## config.mk

```make
export PLATFORM = sky130hd
export DESIGN_NAME = w5300_sram_ctrl
export DESIGN_NICKNAME = d
export VERILOG_FILES = /design/src/rtl/w5300_sram_ctrl.sv
export SDC_FILE = /design/constraint.sdc
export NUM_CORES = 1
export LEC_CHECK = 0
export ABC_AREA = 0
export CORE_MARGIN = 2
export CORE_UTILIZATION = 50
export DETAILED_ROUTE_END_ITERATION = 7
export DONT_BUFFER_PORTS = 1
export HOLD_SLACK_MARGIN = 0.02
export SYNTH_ARGS = -nofsm -noshare
export SYNTH_HDL_FRONTEND = slang
export SYNTH_SLANG_ARGS = --single-unit
export TNS_END_PERCENT = 100
```

## constraint.sdc

```tcl
create_clock -name clk -period 1.8 [get_ports clk]
set_clock_uncertainty 0.2 [all_clocks]
set_input_delay 0 -clock clk [delete_from_list [all_inputs] [get_ports clk]]
set_output_delay 0 -clock clk [all_outputs]
set_load 0.01 [all_outputs]
```

## src/rtl/w5300_sram_ctrl.sv

```systemverilog
// w5300_sram_ctrl
//   Byte-wide SRAM-style bus engine for the W5300 parallel host bus.
//   It answers the 16-bit register requester handshake (start_ctrl / busy_ctrl /
//   data_rdy_ctrl / writing_finished_signal). Each accepted request becomes one
//   8-bit access with T_SETUP / T_STROBE / T_HOLD cycle timing. A start_ctrl
//   sampled in GAP chains the next byte without dropping busy_ctrl.
//   The tristate pin buffer lives in the top level; this block only supplies
//   w_data_out / w_data_oe and receives w_data_in.
//
// Ports
//   clk, rst                    clock, asynchronous active-high reset
//   start_ctrl, address_in,     request side, sampled in IDLE and GAP
//   operation, data_f2w         (operation 1 = read, 0 = write)
//   busy_ctrl                   high from the cycle after accept until IDLE
//   data_rdy_ctrl               one-cycle pulse, read byte valid on data_w2f
//   writing_finished_signal     active-low one-cycle pulse on write completion
//   data_w2f                    last captured read byte
//   w_addr, w_cs_n, w_rd_n,     W5300 pins
//   w_wr_n, w_data_out,
//   w_data_oe, w_data_in
//
// Optional build macro W5300_SRAM_ACC_CNT_EN adds rd_cnt / wr_cnt outputs,
// counting completed read / write accesses (wrapping 16-bit).
module w5300_sram_ctrl #(
  parameter int T_SETUP  = 1,
  parameter int T_STROBE = 3,
  parameter int T_HOLD   = 1
) (
  input  logic        clk,
  input  logic        rst,
  input  logic        start_ctrl,
  input  logic [9:0]  address_in,
  input  logic        operation,
  input  logic [7:0]  data_f2w,
  output logic        busy_ctrl,
  output logic        data_rdy_ctrl,
  output logic        writing_finished_signal,
  output logic [7:0]  data_w2f,
  output logic [9:0]  w_addr,
  output logic        w_cs_n,
  output logic        w_rd_n,
  output logic        w_wr_n,
  output logic [7:0]  w_data_out,
  output logic        w_data_oe,
  input  logic [7:0]  w_data_in
`ifdef W5300_SRAM_ACC_CNT_EN
  ,
  output logic [15:0] rd_cnt,
  output logic [15:0] wr_cnt
`endif
);

  typedef enum logic [2:0] {
    S_IDLE, S_SETUP, S_STROBE, S_HOLD, S_DONE, S_GAP
  } state_t;

  // Counter reload values: a phase of N cycles counts N-1 down to 0.
  localparam logic [3:0] LD_SETUP  = 4'(T_SETUP - 1);
  localparam logic [3:0] LD_STROBE = 4'(T_STROBE - 1);
  localparam logic [3:0] LD_HOLD   = 4'(T_HOLD - 1);

  state_t      state_q, state_d;
  logic [3:0]  cnt_q, cnt_d;
  logic        op_q, op_d;
  logic [9:0]  w_addr_q, w_addr_d;
  logic [7:0]  w_data_out_q, w_data_out_d;
  logic [7:0]  data_w2f_q, data_w2f_d;
  logic        busy_q, busy_d;
  logic        rdy_q, rdy_d;
  logic        wfin_q, wfin_d;
  logic        cs_n_q, cs_n_d;
  logic        rd_n_q, rd_n_d;
  logic        wr_n_q, wr_n_d;
  logic        oe_q, oe_d;
  logic        on_bus;

  // Next state, counter and request latching.
  always_comb begin
    state_d      = state_q;
    cnt_d        = cnt_q;
    op_d         = op_q;
    w_addr_d     = w_addr_q;
    w_data_out_d = w_data_out_q;
    data_w2f_d   = data_w2f_q;
    case (state_q)
      S_IDLE, S_GAP: begin
        if (start_ctrl) begin
          op_d         = operation;
          w_addr_d     = address_in;
          w_data_out_d = data_f2w;
          state_d      = S_SETUP;
          cnt_d        = LD_SETUP;
        end else begin
          state_d = S_IDLE;
          cnt_d   = 4'd0;
        end
      end
      S_SETUP: begin
        if (cnt_q == 4'd0) begin
          state_d = S_STROBE;
          cnt_d   = LD_STROBE;
        end else begin
          cnt_d = cnt_q - 4'd1;
        end
      end
      S_STROBE: begin
        if (cnt_q == 4'd0) begin
          // Sample the pins on the last strobe-low cycle, before RDn rises.
          if (op_q) data_w2f_d = w_data_in;
          state_d = S_HOLD;
          cnt_d   = LD_HOLD;
        end else begin
          cnt_d = cnt_q - 4'd1;
        end
      end
      S_HOLD: begin
        if (cnt_q == 4'd0) begin
          state_d = S_DONE;
          cnt_d   = 4'd0;
        end else begin
          cnt_d = cnt_q - 4'd1;
        end
      end
      S_DONE: begin
        state_d = S_GAP;
        cnt_d   = 4'd0;
      end
      default: begin
        state_d = S_IDLE;
        cnt_d   = 4'd0;
      end
    endcase
  end

  // Outputs are decoded from the next state so that each registered output
  // lines up with the state it belongs to.
  always_comb begin
    on_bus = (state_d == S_SETUP) || (state_d == S_STROBE) || (state_d == S_HOLD);
    busy_d = (state_d != S_IDLE);
    cs_n_d = !on_bus;
    rd_n_d = !((state_d == S_STROBE) && op_d);
    wr_n_d = !((state_d == S_STROBE) && !op_d);
    oe_d   = on_bus && !op_d;
    rdy_d  = (state_d == S_DONE) && op_d;
    wfin_d = !((state_d == S_DONE) && !op_d);
  end

  always_ff @(posedge clk or posedge rst) begin
    if (rst) begin
      state_q      <= S_IDLE;
      cnt_q        <= 4'd0;
      op_q         <= 1'b0;
      w_addr_q     <= 10'd0;
      w_data_out_q <= 8'd0;
      data_w2f_q   <= 8'd0;
      busy_q       <= 1'b0;
      rdy_q        <= 1'b0;
      wfin_q       <= 1'b1;
      cs_n_q       <= 1'b1;
      rd_n_q       <= 1'b1;
      wr_n_q       <= 1'b1;
      oe_q         <= 1'b0;
    end else begin
      state_q      <= state_d;
      cnt_q        <= cnt_d;
      op_q         <= op_d;
      w_addr_q     <= w_addr_d;
      w_data_out_q <= w_data_out_d;
      data_w2f_q   <= data_w2f_d;
      busy_q       <= busy_d;
      rdy_q        <= rdy_d;
      wfin_q       <= wfin_d;
      cs_n_q       <= cs_n_d;
      rd_n_q       <= rd_n_d;
      wr_n_q       <= wr_n_d;
      oe_q         <= oe_d;
    end
  end

  assign busy_ctrl               = busy_q;
  assign data_rdy_ctrl           = rdy_q;
  assign writing_finished_signal = wfin_q;
  assign data_w2f                = data_w2f_q;
  assign w_addr                  = w_addr_q;
  assign w_cs_n                  = cs_n_q;
  assign w_rd_n                  = rd_n_q;
  assign w_wr_n                  = wr_n_q;
  assign w_data_out              = w_data_out_q;
  assign w_data_oe               = oe_q;

`ifdef W5300_SRAM_ACC_CNT_EN
  logic [15:0] rd_cnt_q, rd_cnt_d;
  logic [15:0] wr_cnt_q, wr_cnt_d;

  always_comb begin
    rd_cnt_d = rd_cnt_q;
    wr_cnt_d = wr_cnt_q;
    if (state_q == S_DONE) begin
      if (op_q) rd_cnt_d = rd_cnt_q + 16'd1;
      else      wr_cnt_d = wr_cnt_q + 16'd1;
    end
  end

  always_ff @(posedge clk or posedge rst) begin
    if (rst) begin
      rd_cnt_q <= 16'd0;
      wr_cnt_q <= 16'd0;
    end else begin
      rd_cnt_q <= rd_cnt_d;
      wr_cnt_q <= wr_cnt_d;
    end
  end

  assign rd_cnt = rd_cnt_q;
  assign wr_cnt = wr_cnt_q;
`endif

endmodule

```

* Word level (Yosys, flattened, before mapping) *
Cells that the tools add are included.
W data, S select, Z words.

storage, ports and cells
  bits of input ports = 30
  logic and storage cells = 52
  register bits after elaboration = 41
  output and inout port bits = 33

cells by class
  add/sub/neg operators = 1
  muxes and demuxes = 10
  reduce and logical (&&, ||, !) cells = 19
  eq/ne operators = 9

operators with widths
  cell                   number
  $pmux W3 S5            1
  $eq A3 B2 Y1 const B   4
  $eq A3 B3 Y1 const B   3
  $mux W3                3
  $mux W4                2
  $pmux W4 S2            1
  $eq A3 B1 Y1 const B   2
  $logic_and A1 B1 Y1    5
  $logic_not A1 Y1       5
  $logic_not A4 Y1       1
  $reduce_or A2 Y1       2
  $sub A4 B1 Y4 const B  1
  $logic_not A3 Y1       1
  $mux W1                3
  $reduce_and A3 Y1      1
  $reduce_bool A3 Y1     1
  $logic_or A1 B1 Y1     2
  $reduce_and A2 Y1      1

* Longest topological paths before layout *
Gate-level depths: netlist (run 1).

  depth in word-level cells = 7
  mapped depth = 6
  mapped depth without buffers = 5

* Least setup slack after synthesis (run 1) *
No wires, ideal clock.

  kind = flip-flop to flip-flop
  start point = register cnt_q[3]
  end point = register data_w2f_q[0] (netlist: data_w2f[0])
  clock period less this slack = 1669 ps
  path buffers = 1
  data arrival time = 1343 ps
  library setup time = 125 ps
  required time = 1475 ps
  stages on the path, launching flop included = 5
  path slack = 131 ps
  cells stage by stage = dfrtp_1 -> nor4_4 -> nand4bb_1 -> buf_6 -> mux2_4

between the ends
  cells in the longest elaborated chain, start to end = 2

RTL lines
  what                                RTL line  text
  start, declared                     63        logic [3:0] cnt_q, cnt_d;
  start signal, assigned              165       cnt_q <= cnt_d;
  $logic_not A4 Y1                    107       if (cnt_q == 4'd0) begin
  $reduce_and A3 Y1 (no source line)  --
  end signal, assigned                169       data_w2f_q <= data_w2f_d;
  end, declared                       67        logic [7:0] data_w2f_q, data_w2f_d;

Every way passes these cells.
A chain may end at the register's enable or synchronous reset.

* Worst setup path in the final report (run 1) *
  start point = register cnt_q[0]
  end point = register state_q[0]

between the ends
  cells in the longest elaborated chain, start to end = 3
  elaborated cells between the ends (all ways) = 5
  those cells by class = mux (4); reduce/logical (1)

RTL lines
  what                        RTL line      text
  $logic_not A4 Y1 (*)        99, 107, 117
  $mux W3 (on tied branches)  117, 107, 99
  $pmux W3 S5 (*)             85            case (state_q)
  named net state_d[0]        62            state_t state_q, state_d;
  end signal, assigned        164           state_q <= state_d;
  end, declared               62

The timed path passes the listed nets; every way through them passes the cells marked *.

==> flow_summary.toml, run 1 <==
[power]
p_int_uw = 2300
p_leak_uw = 0.000965
seqPwrFrac_pct = 52.4
combPwrFrac_pct = 35.6
p_per_area_nw_per_um2 = 1650
p_clk_share_pct = 12.0
p_sw_uw = 1290
p_sw_share_pct = 36.0
irDropWorstVdd_mv = 0.809
finalPower_uw = 3590

[global_route]
grt_pass1_wl_um = 4570
grt_start_max_net_pins = 23
first_global_vias = 1069
grt_usage_pct = 17.0
antenna_found_initial = 0
grt_overflow = 0

[floorplanning]
start_util_pct = 51.1
rows = 21
core_um2 = 3280
dieWidth_um = 62.0
die_h_um = 62.0
ios = 63
die-area_um2 = 3840

[yosys]
netlist.area_leader.share_pct = 55.1
synth_top_cell_by_area = "dfrtp_1"
synth_nets = 146
yosys_register_bits = 41
synthesis.area_um2 = 1680
ys_seq_area_share_pct = 61.4
yosys_warnings = 0
avgSynthCellArea_um2 = 14.5
synth_cells = 116
synth_cell_type_count = 31
synth_area_leaders = "dfrtp_1 (55%), mux2_2 (12%), mux2_4 (7.2%)"

[route]
wire_per_inst_um = 15.4
routed_wl_um = 3190
vias = 1064
drc_errors = 0
viasPerCell = 5.12
drt_iter0_markers = 34
drtPass1Iterations = 4
ant_nets = 0

[run_status]
outcome = "finished clean"

[timing]
min_period_ns = 1.69
setup_slack_ns = 0.108
fmax_ghz = 0.591
slew_viol_final = 0
period_share_pct = 94.0
finalHoldViolCount = 0
slew_headroom_pct = 81.1
setup_viol = 0
worst_pin_slew_ns = 0.277
holdWs_ns = 0.123

[hold_path]
hold_class = "in2reg"

[final_layout]
nFillCells = 235
layout_commonest_cell = "dfrtp_1"
final_cell_area_um2 = 2170
layout-drive-gt1-share_pct = 36.4
layout_common_cells = "dfrtp_1 (35), dlygate4sd3_1 (30), mux2_2 (18)"
n_antenna_cell = 0
utilization_pct = 66.1
nets = 191
area_growth_pct = 29.2

[placement]
gp_congestion = 0.834
hpwl_um = 1970
place_ws_ns = 0.147
io_buffers = 0
dpl_cell_area_um2 = 1780

[run]
maxCapViolCount = 0

[clocking]
clockRootBuffer = "clkbuf_4"
max-clock-path-buffers = 2
clkTransAtPathRegs_ns = 0.12
clock_latency_ns = 0.35
cts-htree-levels = 2
numClockSinks = 41
cts_tree = "yes"
cts_buffers = 5

[critical_path]
end_kind = "register"
path_class = "reg2reg"
critical_path.max_fanout = 5
worst-endpoint-arrival_ns = 1.71
critPathLaunchType = "register"
worstPathRequired_ns = 1.82
## final cells by class
class	instances	area (um2)	area share, %
inverter	3	11.3	0.519
timing repair buffer	42	403	18.6
sequential	41	1030	47.6
multi-input combinational	68	614	28.3
clock buffer	7	45.0	2.08
tap	46	57.6	2.65
clock inverter	1	5.00	0.231
## cell usage after synthesis, drive strengths merged
cell type	n
nand3	1
or3	4
clkbuf	1
dfstp	4
nand2b	2
nand4bb	1
nor2	6
o21bai	1
nor3	3
mux2i	1
a221oi	1
a211oi	1
o21ai	2
dfrtp	37
a21oi	4
nor2b	1
nor4	1
xnor2	2
mux2	26
inv	3
o211ai	1
o31ai	1
a21o	1
nand2	7
buf	3
o21a	1
## kinds of logic after synthesis
group,count (synthesis),synth area share (%)
AO/OA/AOI/OAI,13,4.99
XOR/XNOR,2,1.49
flip-flops,41,61.4
AND/OR/NAND/NOR,26,9.54
buffers and inverters,7,2.53
multiplexers,27,20.0
## worst paths after layout
kind | cells past startpoint | startpoint | endpoint | slack, ns
worst min-delay path | 2 | data_f2w[7] | w_data_out[7]$_DFFE_PP0N_ | 0.12
worst max-delay path | 6 | cnt_q[0]$_DFF_PP0_ | state_q[0]$_DFF_PP0_ | 0.11
worst min register to register | 1 | w_addr[9]$_DFFE_PP0N_ | w_addr[9]$_DFFE_PP0N_ | 0.38
max in group asynchronous | 4 | rst | w_wr_n$_DFF_PP1_ | 0.63
worst max register to register | 6 | cnt_q[0]$_DFF_PP0_ | state_q[0]$_DFF_PP0_ | 0.11
min in group asynchronous | 4 | rst | w_data_out[0]$_DFFE_PP0N_ | 0.47
## sequential cells by signal (all words and copies together) (netlist names)
name	count
w_wr_n	1
op_q	1
cnt_q	4
writing_finished_signal	1
state_q	3
data_rdy_ctrl	1
w_data_out	8
busy_ctrl	1
w_cs_n	1
data_w2f	8
w_addr	10
w_rd_n	1
w_data_oe	1
## power groups by stage
stage	registers [uW]	clock network, uW	logic [uW]
floorplan	1780	0	956
CTS	1870	444	1220
finish	1880	431	1280
detailed placement	1890	0	1150
global route	1940	488	1410
global placement	1870	0	1120
## routing by layer
metal / GRT usage (%) / share of wire (%)
met1: 20.0 / 39
met2: 26.8 / 51
met3: 6.83 / 8.2
met4: 8.51 / 2.0
met5: 0 / 0
## stage by stage
| stage | instances | TNS (ns) |
|---|---|---|
| global route | 208 | -0.00287 |
| floorplan | 116 | 0 |
| finish | 208 | 0 |
| detailed placement | 166 | 0 |
| global placement | 166 | 0 |
| CTS | 204 | 0 |
## critical path, stage by stage, from the launching register on
cell      delay [ns]
dfrtp_2         0.46
nor4_4          0.27
buf_4           0.17
nand2_1         0.12
buf_4           0.18
a21oi_2         0.10
a221oi_1        0.06
## what timing repair did
action	CTS	global route
hold endpoints to repair	76	0
setup buffers	0	4
resized for setup	0	4
endpoints found under the setup margin	0	3
hold buffers	30	0
No activity file was read; power rests on OpenSTA's default activity.
==> run 2, diff against run 1 <==
==> constraint.sdc (replaced) <==
create_clock -name clk -period 2.2 [get_ports clk]
set_clock_uncertainty 0.2 [all_clocks]
set_input_delay 0 -clock clk [delete_from_list [all_inputs] [get_ports clk]]
set_output_delay 0 -clock clk [all_outputs]
set_load 0.01 [all_outputs]
==> run 2 against run 1 <==
Sequential share of layout area increased by 1.9 points. Wire length decreased by 3.7%. Worst setup slack better by 0.29 ns. Maximum frequency is 6.1% lower. Via count is 3.6% lower. Clock power down 26%. Worst hold slack better by 0.030 ns. Combinational power fell by 31%. Power fell by 23%. Largest cell class unchanged.
==> flow_summary.toml, run 2 (same netlist as run 1, synthesis figures left out) <==
[hold_path]
hold_class = "in2reg"
hold_depth = 2

[final_layout]
area_growth_pct = 24.1
layout-drive-gt1-share_pct = 30.5
nFillCells = 251
n_antenna_cell = 0
nets = 182
final_cell_area_um2 = 2080
layout_commonest_cell = "dfrtp_1"
utilization_pct = 63.4
largest_reg_flops = 10
layout_common_cells = "dfrtp_1 (37), dlygate4sd3_1 (30), mux2_2 (18)"

[clocking]
numClockSinks = 41
clock_latency_ns = 0.33
cts_tree = "yes"
max-clock-path-buffers = 2
clkTransAtPathRegs_ns = 0.11
clockRootBuffer = "clkbuf_4"
cts-htree-levels = 2
postCtsSetupBuffers = 0
cts_buffers = 5

[route]
wire_per_inst_um = 15.6
ant_nets = 0
drc_errors = 0
vias = 1026
drtPass1Iterations = 4
viasPerCell = 5.21
routed_wl_um = 3080
drt_iter0_markers = 53

[timing]
setup_viol = 0
worst_pin_slew_ns = 0.687
holdWs_ns = 0.153
slew_viol_final = 0
rsz0062_at_grt = "no"
slew_headroom_pct = 54.1
finalHoldViolCount = 0
tns_ns = 0
fmax_ghz = 0.555
min_period_ns = 1.80
period_share_pct = 81.9
setup_slack_ns = 0.398

[power]
p_clk_share_pct = 11.6
p_per_area_nw_per_um2 = 1320
irDropWorstVdd_mv = 0.654
p_int_uw = 1760
p_sw_share_pct = 36.1
seqPwrFrac_pct = 56.2
p_leak_uw = 0.000918
combPwrFrac_pct = 32.2
p_sw_uw = 994

[floorplanning]
rows = 21
core_um2 = 3280
die_h_um = 62.0
dieWidth_um = 62.0
ios = 63
die-area_um2 = 3840
start_util_pct = 51.1

[critical_path]
critical_path.max_fanout = 8
end_kind = "register"
r2r_cells = 4
worstPathRequired_ns = 2.22
path_class = "reg2reg"
worst-endpoint-arrival_ns = 1.82
critPathLaunchType = "register"

[placement]
hpwl_um = 1860
gp_congestion = 0.873
place_ws_ns = 0.416
dpl_cell_area_um2 = 1740
io_buffers = 0

[global_route]
first_global_vias = 923
grt_start_max_net_pins = 26
grt_overflow = 0
grt_pass1_wl_um = 4450
antenna_found_initial = 0
grt_usage_pct = 16.6

[run]
maxCapViolCount = 0

[run_status]
outcome = "finished clean"
## run 2: changes by cell type in the layout (fill, tap and decap cells not counted), sizes merged
| cell | previous run | this run |
|---|---|---|
| buf | 12 | 3 |
| clkbuf | 7 | 5 |
## run 2: layout make-up
class	count	area [um2]	share of cell area (%)
sequential	41	1030	49.5
multi-input combinational	68	606	29.1
timing repair buffer	33	335	16.1
tap	46	57.6	2.76
clock buffer	5	37.5	1.80
inverter	3	11.3	0.541
clock inverter	1	5.00	0.240
## run 2: final timing paths
check	from	to	slack (ns)
setup reg to reg	cnt_q[3]$_DFF_PP0_	data_w2f[5]$_DFFE_PP0P_	0.40
max in group asynchronous	rst	writing_finished_signal$_DFF_PP1_	0.60
setup / recovery	cnt_q[3]$_DFF_PP0_	data_w2f[5]$_DFFE_PP0P_	0.40
hold / removal	address_in[2]	w_addr[2]$_DFFE_PP0N_	0.15
hold reg to reg	cnt_q[0]$_DFF_PP0_	cnt_q[0]$_DFF_PP0_	0.37
min in group asynchronous	rst	w_data_out[0]$_DFFE_PP0N_	0.56
## run 2: power by group through the flow
stage                     clock, uW  combinational (uW)  sequential (uW)
final                           319                 887             1550
after global routing            375                 985             1600
after CTS                       334                 889             1540
after detailed placement          0                 842             1550
after global placement            0                 819             1550
after floorplan                   0                 782             1460
## run 2: worst max-delay path, cell delays in order (launching register included)
cell and delay [ns]:
dfrtp_1 0.43, nor4_4 0.41, nand4bb_1 0.14, buf_4 0.20, mux2_4 0.30
## run 2: per-layer routing
metal  GRT usage (%)  wire length, um
met1            22.8             1320
met2            23.7             1500
met3            7.25              250
met4            5.47               10
met5               0                0
## run 2: what timing repair did
action	in CTS	in global routing
resized for setup	0	0
endpoints found under the setup margin	0	16
hold endpoints to repair	72	0
hold buffers	31	0
## run 2: stage by stage
stage               cells  power, uW
floorplan             116       2240
global placement      161       2370
detailed placement    161       2390
CTS                   198       2760
global route          197       2960
finish                197       2750
